File: src/rtl/light_pattern_sequencer.sv
// light_pattern_sequencer: LED pattern generator (OFF/ALL/CHASE/ALT/BOUNCE)
// with step prescaler, chase direction and clean reload on mode change.
module light_pattern_sequencer #(
  parameter int NUM_LIGHTS = 4,
  parameter int TICK_DIV   = 4,
  parameter int DIV_W      = $clog2(TICK_DIV + 1)
) (
  input  logic                  clk,
  input  logic                  reset_n,
  input  logic                  enable,
  input  logic [1:0]            mode,
  input  logic                  dir,
  output logic [NUM_LIGHTS-1:0] lights,
  output logic                  step_pulse
);

  localparam int MSB = NUM_LIGHTS - 1;

  localparam logic [2:0] ST_OFF    = 3'd0;
  localparam logic [2:0] ST_ALL    = 3'd1;
  localparam logic [2:0] ST_CHASE  = 3'd2;
  localparam logic [2:0] ST_ALT    = 3'd3;
  localparam logic [2:0] ST_BOUNCE = 3'd4;

  localparam logic [1:0] MD_ALL    = 2'b00;
  localparam logic [1:0] MD_CHASE  = 2'b01;
  localparam logic [1:0] MD_ALT    = 2'b10;
  localparam logic [1:0] MD_BOUNCE = 2'b11;

  localparam logic [DIV_W-1:0] DIV_LAST = DIV_W'(TICK_DIV - 1);

  function automatic logic [NUM_LIGHTS-1:0] alt_init();
    logic [NUM_LIGHTS-1:0] p;
    p = '0;
    for (int i = 0; i < NUM_LIGHTS; i++) begin
      p[i] = ((i % 2) == 0);
    end
    return p;
  endfunction

  localparam logic [NUM_LIGHTS-1:0] PAT_ONES = '1;
  localparam logic [NUM_LIGHTS-1:0] PAT_LSB  = NUM_LIGHTS'(1);
  localparam logic [NUM_LIGHTS-1:0] PAT_MSB  = PAT_LSB << MSB;
  localparam logic [NUM_LIGHTS-1:0] PAT_ALT  = alt_init();

  logic [2:0]            state_q, state_d;
  logic [NUM_LIGHTS-1:0] lights_q, lights_d;
  logic [DIV_W-1:0]      div_cnt_q, div_cnt_d;
  logic                  pulse_q, pulse_d;
  logic                  bounce_up_q, bounce_up_d;

  logic [2:0]            req_state;
  logic [NUM_LIGHTS-1:0] init_pat;
  logic [NUM_LIGHTS-1:0] step_pat;
  logic                  step_up;
  logic                  load;
  logic                  step_due;

  // Map the mode input to its state and the pattern a load would show
  always_comb begin
    req_state = ST_ALL;
    init_pat  = PAT_ONES;
    unique case (mode)
      MD_ALL: begin
        req_state = ST_ALL;
        init_pat  = PAT_ONES;
      end
      MD_CHASE: begin
        req_state = ST_CHASE;
        init_pat  = dir ? PAT_MSB : PAT_LSB;
      end
      MD_ALT: begin
        req_state = ST_ALT;
        init_pat  = PAT_ALT;
      end
      MD_BOUNCE: begin
        req_state = ST_BOUNCE;
        init_pat  = PAT_LSB;
      end
      default: begin
        req_state = ST_ALL;
        init_pat  = PAT_ONES;
      end
    endcase
  end

  // Next pattern and bounce direction if a step is taken this cycle
  always_comb begin
    step_pat = lights_q;
    step_up  = bounce_up_q;
    unique case (state_q)
      ST_ALL: begin
        step_pat = lights_q;
      end
      ST_CHASE: begin
        if (dir) begin
          step_pat = {lights_q[0], lights_q[MSB:1]};
        end else begin
          step_pat = {lights_q[MSB-1:0], lights_q[MSB]};
        end
      end
      ST_ALT: begin
        step_pat = ~lights_q;
      end
      ST_BOUNCE: begin
        if (bounce_up_q) begin
          step_pat = lights_q << 1;
          step_up  = ~step_pat[MSB];
        end else begin
          step_pat = lights_q >> 1;
          step_up  = step_pat[0];
        end
      end
      default: begin
        step_pat = lights_q;
      end
    endcase
  end

  assign load     = enable & ((state_q == ST_OFF) | (state_q != req_state));
  assign step_due = (div_cnt_q == DIV_LAST);

  // Sequencer: disable beats load, load beats a due step
  always_comb begin
    state_d     = state_q;
    lights_d    = lights_q;
    div_cnt_d   = div_cnt_q;
    pulse_d     = 1'b0;
    bounce_up_d = bounce_up_q;
    unique case (1'b1)
      !enable: begin
        state_d   = ST_OFF;
        lights_d  = '0;
        div_cnt_d = '0;
      end
      load: begin
        state_d   = req_state;
        lights_d  = init_pat;
        div_cnt_d = '0;
        if (req_state == ST_BOUNCE) begin
          bounce_up_d = 1'b1;
        end
      end
      default: begin
        if (step_due) begin
          div_cnt_d   = '0;
          lights_d    = step_pat;
          bounce_up_d = step_up;
          pulse_d     = 1'b1;
        end else begin
          div_cnt_d = div_cnt_q + 1'b1;
        end
      end
    endcase
  end

  // State registers with asynchronous reset to the idle, dark state
  always_ff @(posedge clk or negedge reset_n) begin
    if (!reset_n) begin
      state_q     <= ST_OFF;
      lights_q    <= '0;
      div_cnt_q   <= '0;
      pulse_q     <= 1'b0;
      bounce_up_q <= 1'b1;
    end else begin
      state_q     <= state_d;
      lights_q    <= lights_d;
      div_cnt_q   <= div_cnt_d;
      pulse_q     <= pulse_d;
      bounce_up_q <= bounce_up_d;
    end
  end

  assign lights     = lights_q;
  assign step_pulse = pulse_q;

endmodule
File: config.mk
export PLATFORM = sky130hd
export DESIGN_NAME = light_pattern_sequencer
export DESIGN_NICKNAME = d
export VERILOG_FILES = /design/src/rtl/light_pattern_sequencer.sv
export SDC_FILE = /design/constraint.sdc
export NUM_CORES = 1
export LEC_CHECK = 0
export BUFFER_PORTS_ARGS = -buffer_cell sky130_fd_sc_hd__buf_4
export CORE_AREA = 5 5 43 72
export CTS_CLUSTER_SIZE = 25
export DETAILED_ROUTE_END_ITERATION = 10
export DIE_AREA = 0 0 48 77
export GPL_ROUTABILITY_DRIVEN = 0
export PLACE_DENSITY = 0.54
export SYNTH_ARGS = -nofsm -noshare
export SYNTH_HDL_FRONTEND = slang
export SYNTH_SLANG_ARGS = --single-unit
File: constraint.sdc
create_clock -name clk -period 2.02 [get_ports clk]
set_clock_uncertainty 0.15 [all_clocks]
set_input_delay 0 -clock clk [delete_from_list [all_inputs] [get_ports clk]]
set_output_delay 0 -clock clk [all_outputs]
set_load 0.005 [all_outputs]
==> results.py <==
metrics = {
    "pwr": {
        "p_per_area_nw_per_um2": 646,
        "ir_worst_vdd_uv": 398,
        "p_total_mw": 0.706,
        "p_leak_nw": 0.499,
    },
    "outcome": {
        "status": "completed",
    },
    "global_routing": {
        "grt_pass1_vias": 787,
        "grt_usage_pct": 13.7,
        "grt_max_degree": 13,
        "antenna_found_initial": 0,
        "grt_pass1_wl_um": 3610,
        "overflow": 0,
    },
    "logic_synthesis": {
        "synthTopCellsByCount": "dfrtp_1, nand2_1, a21oi_1",
        "ys_seq_area_share_pct": 32.7,
        "synth-seq-cells": 12,
        "ys_warn_count": 0,
        "synth_cell_type_count": 45,
        "synth_cells": 97,
        "synthFlopType": "dfrtp_1",
        "synth_top_area_share_pct": 29.8,
        "syn_area_per_cell_um2": 9.52,
        "synth_edf_count": 0,
        "yosys-top-cells-area": "dfrtp_1, ha_1, mux2i_1",
        "synth_most_common_cell": "dfrtp_1",
        "syn-num-nets": 108,
        "synth_area_um2": 923,
        "yosysTopAreaCell": "dfrtp_1",
        "synthArstFlopShare_pct": 100,
    },
    "sta": {
        "hold_viol_final": 0,
        "fin_setup_tns_ps": 0,
        "post-route-period-util_pct": 91.1,
        "fmax_mhz": 544,
        "grt_setup_unrepaired": "false",
        "slew_viol_final": 0,
        "worstMarginPinSlew_ps": 522,
        "relSlewSlack_pct": 65.1,
        "setup_violations": 0,
        "min_period_ps": 1840,
    },
    "layout": {
        "drive_above_1_share_pct": 26.1,
        "fin_cells": 137,
        "fin_nets": 123,
        "final_util_pct": 44.4,
        "area.growth.synth_to_final_pct": 18.4,
        "final_cell_area_um2": 1090,
        "antennaDiodeCount": 0,
    },
    "clock_tree": {
        "cts_buffers": 3,
        "cts_tree": "done",
        "post_cts_buffers": 0,
        "cts_sinks": 12,
        "ctsRootBufferMaster": "clkbuf_8",
        "clk_latency_ps": 250,
        "clkTransAtPathRegs_ps": 60,
        "cts_max_level": 1,
        "cts_buffer_depth": 2,
    },
    "setup_path": {
        "arrival_ps": 1820,
        "reg2regPathDepth": 5,
        "worstPathMaxFanout": 9,
        "path_class": "flop to flop",
        "cpMaxStageDelayCell": "dfrtp_1",
        "crit_required_ps": 2000,
        "path_cells": "and2b_1 -> o21ai_2 -> or2b_1 -> a31oi_1 -> nor2b_1",
        "cp_slowest_stage_delay_ps": 500,
        "critPathLaunchType": "flop",
        "crit_path_end_kind": "flop",
    },
    "route": {
        "drt_pass1_iterations": 4,
        "ant_nets": 0,
        "drc_errors": 0,
        "post_drt_wl_per_cell_um": 16.1,
        "avgViaCountPerCell": 5.71,
        "first_iter_violations": 28,
        "vias": 782,
        "routed_wl_um": 2200,
    },
    "place": {
        "place_area_um2": 1010,
        "port_buffers": 10,
        "dpl.cell_count": 130,
        "hpwl_um": 1660,
    },
    "die": {
        "fp.dieArea_um2": 3700,
        "die_h_um": 77,
        "die_w_um": 48,
        "ioPinCount": 11,
        "num_rows": 24,
        "initial_utilization_pct": 37.5,
        "core_um2": 2460,
    },
    "worst_hold_path": {
        "worstHoldPathType": "primary input to flop",
        "hold_depth": 4,
    },
    "run": {
        "drv_cap": 0,
    },
}
==> layout make-up <==
cell class	count	area, um2
Tap cell	26	32.5
Fill cell	258	1370
Sequential cell	12	303
Inverter	4	15.0
Timing Repair Buffer	16	128
Clock buffer	4	55.1
Multi-Input combinational cell	75	561
==> timing repair <==
| action | 4_1_cts | 5_1_grt |
|---|---|---|
| endpoints found under the setup margin | 0 | 2 |
| hold buffers | 3 | 0 |
| hold endpoints to repair | 24 | 0 |
| gates resized for setup | 0 | 1 |
==> registers in the layout (all words and copies together), names as in the netlist <==
name         cells
bounce_up_q      1
div_cnt_q        3
lights           4
state_q          3
step_pulse       1
==> through the flow <==
stage	setup WS, ps	hold slack, ps
3_3_place_gp	197	-297
3_5_place_dp	187	-298
6_report	180	90.6
5_1_grt	26.9	121
4_1_cts	149	87.7
2_1_floorplan	374	-446
==> power by group <==
part           switching, mW  total [mW]  internal (mW)
Combinational         0.0743       0.147         0.0724
Sequential            0.0328       0.290          0.257
Clock                 0.0968       0.270          0.173
==> critical path, delay by kind of cell, from the launching register on <==
kind            cells  cell delay (ps)
compound gates      2              440
simple gates        3              630
flops               1              500
==> layout by cell type, fill, tap and decap left out, types with 3 or more instances in the layout <==
| master | count |
|---|---|
| dfrtp_1 | 10 |
| clkbuf_8 | 4 |
| nor2_1 | 4 |
| buf_4 | 13 |
| dlygate4sd3_1 | 3 |
| o21ai_1 | 3 |
| ha_1 | 5 |
| inv_1 | 4 |
| a21oi_1 | 8 |
| nand2_1 | 9 |
| mux2i_1 | 5 |
| o21ai_0 | 3 |
==> path summary, 6_finish.rpt <==
check                             startpoint      endpoint  slack [ps]
worst min-delay path                     dir     lights[0]          90
worst min register to register  div_cnt_q[0]  div_cnt_q[0]         300
worst max register to register    state_q[2]     lights[2]         180
min in group asynchronous            reset_n   bounce_up_q         100
max in group asynchronous            reset_n    state_q[0]         660
worst max-delay path              state_q[2]     lights[2]         180
==> kinds of logic (layout without fill, tap and decap cells) <==
logic type / after synthesis / after routing / share of synthesized area (%)
AO/OA/AOI/OAI: 28 / 28 / 21.1
XOR/XNOR: 3 / 3 / 2.85
adder cells (fa/ha/maj): 5 / 5 / 6.78
buffers and inverters: 10 / 24 / 6.64
flip-flops: 12 / 12 / 32.7
multiplexers: 6 / 6 / 6.64
AND/OR/NAND/NOR: 33 / 33 / 23.3
==> metal layers <==
layer	track usage [%]	vias up	part of all wire [%]
met1	16.8	377	40
met2	20.7	21	52
li1	-	376	-
met4	8.36	0	3.9
met3	2.81	8	4.7
met5	0	-	0
Power figures use the tool's default switching activity.
